File: config.mk
export PLATFORM = sky130hd
export DESIGN_NAME = dvi_timing_gen
export DESIGN_NICKNAME = d
export VERILOG_FILES = /design/src/rtl/dvi_timing_gen.sv
export SDC_FILE = /design/constraint.sdc
export NUM_CORES = 1
export LEC_CHECK = 0
export BUFFER_PORTS_ARGS = -buffer_cell sky130_fd_sc_hd__buf_2
export CAP_MARGIN = 15
export CORE_UTILIZATION = 59
export CTS_BUF_LIST = sky130_fd_sc_hd__clkbuf_4 sky130_fd_sc_hd__clkbuf_8
export DETAILED_ROUTE_END_ITERATION = 10
export PLACE_DENSITY = 0.81
export SKIP_CTS_REPAIR_TIMING = 1
export SYNTH_ARGS = -nofsm -noshare
export SYNTH_HDL_FRONTEND = slang
export SYNTH_SLANG_ARGS = --single-unit
export TNS_END_PERCENT = 20
File: constraint.sdc
create_clock -name clk_i -period 1.8 [get_ports clk_i]
set_input_delay 0 -clock clk_i [delete_from_list [all_inputs] [get_ports clk_i]]
set_output_delay 0 -clock clk_i [all_outputs]
set_load 0.05 [all_outputs]
File: src/rtl/dvi_timing_gen.sv
// Video timing generator: raster counters, registered pixel-request decode and a
// PIPE_LAT-deep delay line that aligns DE/HSYNC/VSYNC with returned colour data.
module dvi_timing_gen #(
  parameter int unsigned H_ACTIVE = 640,
  parameter int unsigned H_FP     = 16,
  parameter int unsigned H_SYNC   = 96,
  parameter int unsigned H_BP     = 48,
  parameter int unsigned V_ACTIVE = 480,
  parameter int unsigned V_FP     = 10,
  parameter int unsigned V_SYNC   = 2,
  parameter int unsigned V_BP     = 33,
  parameter bit          HS_POL   = 1'b0,
  parameter bit          VS_POL   = 1'b0,
  parameter int unsigned PIPE_LAT = 2,
  parameter int unsigned X_POS_W  = 10,
  parameter int unsigned Y_POS_W  = 10
) (
  input  logic               clk_i,
  input  logic               rst_i,
  input  logic               en_i,
  output logic               req_o,
  output logic [X_POS_W-1:0] x_pos_o,
  output logic [Y_POS_W-1:0] y_pos_o,
  output logic               line_start_o,
  output logic               frame_start_o,
  output logic               de_o,
  output logic               hsync_o,
  output logic               vsync_o
);

  localparam int unsigned H_TOTAL = H_ACTIVE + H_FP + H_SYNC + H_BP;
  localparam int unsigned V_TOTAL = V_ACTIVE + V_FP + V_SYNC + V_BP;

  localparam logic [X_POS_W-1:0] H_LAST   = X_POS_W'(H_TOTAL - 1);
  localparam logic [X_POS_W-1:0] H_ACT    = X_POS_W'(H_ACTIVE);
  localparam logic [X_POS_W-1:0] HS_BEGIN = X_POS_W'(H_ACTIVE + H_FP);
  localparam logic [X_POS_W-1:0] HS_END   = X_POS_W'(H_ACTIVE + H_FP + H_SYNC - 1);

  localparam logic [Y_POS_W-1:0] V_LAST   = Y_POS_W'(V_TOTAL - 1);
  localparam logic [Y_POS_W-1:0] V_ACT    = Y_POS_W'(V_ACTIVE);
  localparam logic [Y_POS_W-1:0] VS_BEGIN = Y_POS_W'(V_ACTIVE + V_FP);
  localparam logic [Y_POS_W-1:0] VS_END   = Y_POS_W'(V_ACTIVE + V_FP + V_SYNC - 1);

  // Raster counters
  logic [X_POS_W-1:0] h_cnt_q, h_cnt_d;
  logic [Y_POS_W-1:0] v_cnt_q, v_cnt_d;

  // Stage 0 decode
  logic               req_q, req_d;
  logic [X_POS_W-1:0] x_pos_q, x_pos_d;
  logic [Y_POS_W-1:0] y_pos_q, y_pos_d;
  logic               line_start_q, line_start_d;
  logic               frame_start_q, frame_start_d;
  logic               hs_act_q, hs_act_d;
  logic               vs_act_q, vs_act_d;

  // Delay line entries hold {req, hs_act, vs_act}; all-zero is the idle state.
  logic [2:0] pipe_q [PIPE_LAT];

  always_comb begin
    h_cnt_d = h_cnt_q + 1'b1;
    v_cnt_d = v_cnt_q;
    if (h_cnt_q == H_LAST) begin
      h_cnt_d = '0;
      if (v_cnt_q == V_LAST) begin
        v_cnt_d = '0;
      end else begin
        v_cnt_d = v_cnt_q + 1'b1;
      end
    end
  end

  always_comb begin
    req_d         = (h_cnt_q < H_ACT) && (v_cnt_q < V_ACT);
    x_pos_d       = req_d ? h_cnt_q : '0;
    y_pos_d       = req_d ? v_cnt_q : '0;
    line_start_d  = (h_cnt_q == '0);
    frame_start_d = (h_cnt_q == '0) && (v_cnt_q == '0);
    hs_act_d      = (h_cnt_q >= HS_BEGIN) && (h_cnt_q <= HS_END);
    vs_act_d      = (v_cnt_q >= VS_BEGIN) && (v_cnt_q <= VS_END);
  end

  always_ff @(posedge clk_i) begin
    if (rst_i) begin
      h_cnt_q       <= '0;
      v_cnt_q       <= '0;
      req_q         <= 1'b0;
      x_pos_q       <= '0;
      y_pos_q       <= '0;
      line_start_q  <= 1'b0;
      frame_start_q <= 1'b0;
      hs_act_q      <= 1'b0;
      vs_act_q      <= 1'b0;
    end else if (en_i) begin
      h_cnt_q       <= h_cnt_d;
      v_cnt_q       <= v_cnt_d;
      req_q         <= req_d;
      x_pos_q       <= x_pos_d;
      y_pos_q       <= y_pos_d;
      line_start_q  <= line_start_d;
      frame_start_q <= frame_start_d;
      hs_act_q      <= hs_act_d;
      vs_act_q      <= vs_act_d;
    end
  end

  always_ff @(posedge clk_i) begin
    if (rst_i) begin
      for (int i = 0; i < PIPE_LAT; i++) begin
        pipe_q[i] <= '0;
      end
    end else if (en_i) begin
      pipe_q[0] <= {req_q, hs_act_q, vs_act_q};
      for (int i = 1; i < PIPE_LAT; i++) begin
        pipe_q[i] <= pipe_q[i-1];
      end
    end
  end

  assign req_o         = req_q;
  assign x_pos_o       = x_pos_q;
  assign y_pos_o       = y_pos_q;
  assign line_start_o  = line_start_q;
  assign frame_start_o = frame_start_q;
  assign de_o          = pipe_q[PIPE_LAT-1][2];
  assign hsync_o       = ~(pipe_q[PIPE_LAT-1][1] ^ HS_POL);
  assign vsync_o       = ~(pipe_q[PIPE_LAT-1][0] ^ VS_POL);

endmodule

# Word-level counts from Yosys, hierarchy flattened
# Memories as Yosys holds them, arrays and structs flattened.
# Index checks and enable logic that the tools add are counted.
# Widths: inputs -> output; s select.
dict set report totals {
  word_cells 42
  inputBits 3
  mem_count 1
  ram_bits 6
  output_inout_bits 26
  ff_bits 45
}
# memory depth word_bits rd rd_ports_with_merged_regs write_ports line_no
set mem_list {}
lappend mem_list {pipe_q 2 3 2 0 2 58} ;# logic [2:0] pipe_q [PIPE_LAT];
dict set report op_classes {
  add_sub_neg 2
  bitwise_logic 4
  eq_ne 2
  mux 11
  n_reduce_logical 7
  magnitude_cmp 6
}
# operator n
set op_table {}
lappend op_table {{$mux 10} 4}
lappend op_table {{$add 10x1->10 const B} 2}
lappend op_table {{$eq 10x10->1 const B} 2}
lappend op_table {{$logic_not 10->1} 2}
lappend op_table {{$ge 10x10->1 const B} 1}
lappend op_table {{$ge 10x9->1 const B} 1}
lappend op_table {{$le 10x10->1 const B} 1}
lappend op_table {{$le 10x9->1 const B} 1}
lappend op_table {{$lt 10x10->1 const B} 1}
lappend op_table {{$lt 10x9->1 const B} 1}
lappend op_table {{$mux 3} 2}
lappend op_table {{$mux 1} 5}
lappend op_table {{$logic_and 1x1->1} 4}
lappend op_table {{$not 1->1} 2}
lappend op_table {{$or 1x1->1} 2}
lappend op_table {{$reduce_and 2->1} 1}

# Logic depth before layout (Yosys ltp)
dict set report logic_depth {
  ltp_word 4
  mapped_depth 7
  ltp_nobuf 5
}

# Least setup slack after synthesis
# OpenSTA, ideal clock, no wires.
dict set report synth_path {
  kind {flip-flop to flip-flop}
  start {reg h_cnt_q[1]}
  end {reg v_cnt_q[7]}
  stages_incl_launch_ff 7
  t_arrival_ns 1.587
  period_less_slack_ns 1.653
  slack_ns 0.147
  n_path_buf 1
  setup_ns 0.066
  path_cell_list {dfxtp_1 > ha_1 > and4_1 > buf_4 > nand3_4 > or4_4 > a21oi_2}
}
dict set report synth_via {
  elab_chain_cells 2
}
# item line_no
set synth_lines {}
lappend synth_lines {{start: declaration} 45} ;# logic [X_POS_W-1:0] h_cnt_q, h_cnt_d;
lappend synth_lines {{start signal: assignment} 95} ;# h_cnt_q <= h_cnt_d;
lappend synth_lines {{$eq 10x10->1} 63} ;# if (h_cnt_q == H_LAST) begin
lappend synth_lines {{$reduce_and 2->1 (no line)} --}
lappend synth_lines {{end signal: assignment} 96} ;# v_cnt_q <= v_cnt_d;
lappend synth_lines {{end: declaration} 46} ;# logic [Y_POS_W-1:0] v_cnt_q, v_cnt_d;
# No other way between the ends.
# A chain may end at the register's enable or synchronous reset.

# Final worst setup path
dict set report layout_path {
  start {reg h_cnt_q[0]}
  end {reg v_cnt_q[7]}
}
# The elaborated chain is that of the path after synthesis.

==> impl_metrics.toml <==
[run_status]
run_status = "finished, final reports clean"

[place]
io_buffer_count = 28
pre_cts_ws_ns = 0.0520
post-dp-hpwl_um = 2900
gpl.final_weighted_congestion = 0.840
post-place-cells = 282

[clock_tree]
cts-buffers-inserted = 5
cts_root_buffer = "sky130_fd_sc_hd__clkbuf_4"
clock_sinks = 51
clk_pin_slew_worst_paths_ns = 0.13
clock_tree_from_tritoncts = "built"
htree_num_levels = 2
clock_path_buffers = 2
worst_skew_pair.late_latency_ns = 0.36

[drt]
drt_pre_antenna_iters = 4
drt-initial-drc-count = 99
routed_wire_length_per_instance_um = 13.9
postRouteAntennaNets = 0
total_via_count_in_the_routed_design = 1672
total_length_of_routed_wires_um = 4040
vias_per_cell = 5.75
route.detailed.drc = 0

[flow_run]
max-cap-violations = 0

[worst_setup_path]
timing.reg2reg.setup_slack_ns = 0.06
timing.critical_path.to_type = "register"
reg2reg_from = "h_cnt_q[0]"
critical_path_at_ns = 2.04
critical_path_peak_fanout = 6
startpoint_type = "register"
r2r_end = "v_cnt_q[7]"
criticalPathCategory = "reg2reg"
timing.reg2reg.worst_path_depth = 5
worst-endpoint-required_ns = 2.10

[yosys]
synth_area_leader_cell = "sky130_fd_sc_hd__dfxtp_1"
ys.warnings.count = 0
synth-main-ff-cell = "sky130_fd_sc_hd__dfxtp_1"
netlist-cell-type-count = 39
async_sr_flop_fraction_pct = 0
synth_area_um2 = 2110
top_cells_by_area_synth = "sky130_fd_sc_hd__dfxtp_1 43%, sky130_fd_sc_hd__edfxtp_1 8.6%, sky130_fd_sc_hd__a22o_1 7.5%"
synth.ff_latch_count = 51
post-synth-top-count-cell = "sky130_fd_sc_hd__dfxtp_1"
syn-num-nets = 214
synth_cells = 207
post_synthesis_area_per_instance_um2 = 10.2
synth_enable_flop_cells = 6
ys_seq_area_share_pct = 51.3
netlist_top_cells_count = "45 x sky130_fd_sc_hd__dfxtp_1, 18 x sky130_fd_sc_hd__a22o_1, 11 x sky130_fd_sc_hd__nand2_1, 11 x sky130_fd_sc_hd__nor2_1, 9 x sky130_fd_sc_hd__a21oi_1"
synth.top_cell.area_share_pct = 42.8

[floorplanning]
core_area_um2 = 3390
io-pin-count = 29
core.rowCount = 21
floorplan.initialDensity_pct = 62.2
die_h_um = 61.8
die_area_um2 = 3810
die_width_um = 61.8

[power]
p_per_area_nw_per_um2 = 747
power_w = 0.00181
power.static_leakage_nw = 0.997
max-vdd-ir-drop_uv = 494

[global_routing]
maximum_number_of_pins_on_one_net_before_global_route_repair = 20
track_usage_pct = 22.5
grt_use_met3_pct = 6.00
antenna_found_initial = 0
met1_usage_pct = 32.5
gr-usage-met2_pct = 32.4
grt_pass1_vias = 1348
global_route.peak_usage_layer = "met1"
grt_pass1_wl_um = 6250
global_route.overflow_total = 0

[sta]
post-route-min-period_ns = 1.74
finalHoldViolCount = 0
timing_worst_slew_pin_value_ns = 0.702
setup-tns-final_ns = 0
finalWorstSetupSlack_ns = 0.0638
timing.clock.skew_ns = 0.00865
setup_viol_count_final = 0
relSlewSlack_pct = 53.0
setup_repair_after_global_routing_missed_its_margin = "false"
post-route-period-util_pct = 96.5
fmax_mhz = 576
worst_hold_slack_ns = 0.0268
slew_violations = 0

[layout]
share_of_layout_cells_above_drive_strength_1_pct = 24.9
finish.net_count = 251
area_growth_syn_to_layout_pct = 15.0
finish.cell_count_without_fillers = 291
multiInputGateArea_um2 = 941
nFillCells = 259
diodes = 0
register_area_um2 = 1080

[hold_path]
timing.hold.worst_endpoint = "v_cnt_q[1]"
worstHoldPathCells = 3
min-delay-path-class = "in2reg"
hold_path_startpoint = "rst_i"
==> worst max path at each step <==
stage	cells after the start	from	endpoint	slack (ns)
global route	5	h_cnt_q[0]	v_cnt_q[7]	0.01
finish	5	h_cnt_q[0]	v_cnt_q[7]	0.06
global placement	5	h_cnt_q[0]	v_cnt_q[7]	0.11
detailed placement	5	h_cnt_q[0]	v_cnt_q[7]	0.05
CTS	5	h_cnt_q[0]	v_cnt_q[7]	0.01
floorplan	6	h_cnt_q[1]	v_cnt_q[7]	0.15
==> area by class of cell <==
| type | count | area share, % |
|---|---|---|
| clock buffers | 6 | 1.86 |
| clock inverters | 2 | 0.517 |
| inverters | 8 | 1.24 |
| multi-input cells | 135 | 38.8 |
| flip-flops and latches | 51 | 44.6 |
| well taps | 46 | 2.38 |
| repair buffers | 43 | 10.5 |
==> cell usage in the layout (no fill, tap or decap), types with 8 or more instances in the layout <==
| master | Yosys | layout |
|---|---|---|
| sky130_fd_sc_hd__xor2_1 | 8 | 8 |
| sky130_fd_sc_hd__inv_1 | 8 | 8 |
| sky130_fd_sc_hd__nand3_1 | 8 | 8 |
| sky130_fd_sc_hd__nor2_1 | 11 | 11 |
| sky130_fd_sc_hd__nand2_1 | 11 | 11 |
| sky130_fd_sc_hd__dfxtp_1 | 45 | 45 |
| sky130_fd_sc_hd__a21oi_1 | 9 | 9 |
| sky130_fd_sc_hd__buf_4 | 4 | 14 |
| sky130_fd_sc_hd__buf_2 | 3 | 28 |
| sky130_fd_sc_hd__a22o_1 | 18 | 18 |
==> stage by stage <==
stage	util (%)	cell area [um^2]
detailed placement	69.1	2340
global placement	69.1	2340
global route	71.5	2420
CTS	70.8	2400
floorplan	-	2110
finish	71.5	2420
==> metal layers <==
layer / wire (um) / vias up
met5: 0 / -
met4: 72 / 0
met3: 176 / 8
met2: 1750 / 50
met1: 2030 / 791
li1: - / 823
==> worst max-delay path, stage by stage (launching register included) <==
cell and delay [ns]:
sky130_fd_sc_hd__dfxtp_1 0.41, sky130_fd_sc_hd__ha_1 0.21, sky130_fd_sc_hd__and4_4 0.29, sky130_fd_sc_hd__nand3_4 0.11, sky130_fd_sc_hd__or4_4 0.53, sky130_fd_sc_hd__a21oi_2 0.13
==> state kept, by name, summed over array words and instances, names as in the netlist <==
signal / cells
h_cnt_q: 10
v_cnt_q: 10
x_pos_o: 10
y_pos_o: 10
pipe_q: 6
frame_start_o: 1
hs_act_q: 1
line_start_o: 1
req_o: 1
vs_act_q: 1
==> logic make-up (layout without fill, tap and decap cells) <==
group / Yosys count / after routing / synth area share (%)
xor+xnor: 10 / 10 / 4.16
buf+inv: 21 / 59 / 4.63
fa+ha+maj: 4 / 4 / 2.38
flops: 51 / 51 / 51.3
simple gates: 80 / 80 / 22.9
mux: 1 / 1 / 0.475
compound gates: 40 / 40 / 14.1
==> report_power, final <==
| group | leakage [nW] | internal (W) | switching (W) | total [W] |
|---|---|---|---|---|
| Sequential | 0.430 | 0.00117 | 0.00000865 | 0.00118 |
| Clock | 0.0317 | 0.000166 | 0.000337 | 0.000504 |
| Combinational | 0.536 | 0.0000354 | 0.0000913 | 0.000127 |
No activity file was read; power rests on OpenSTA's default activity.
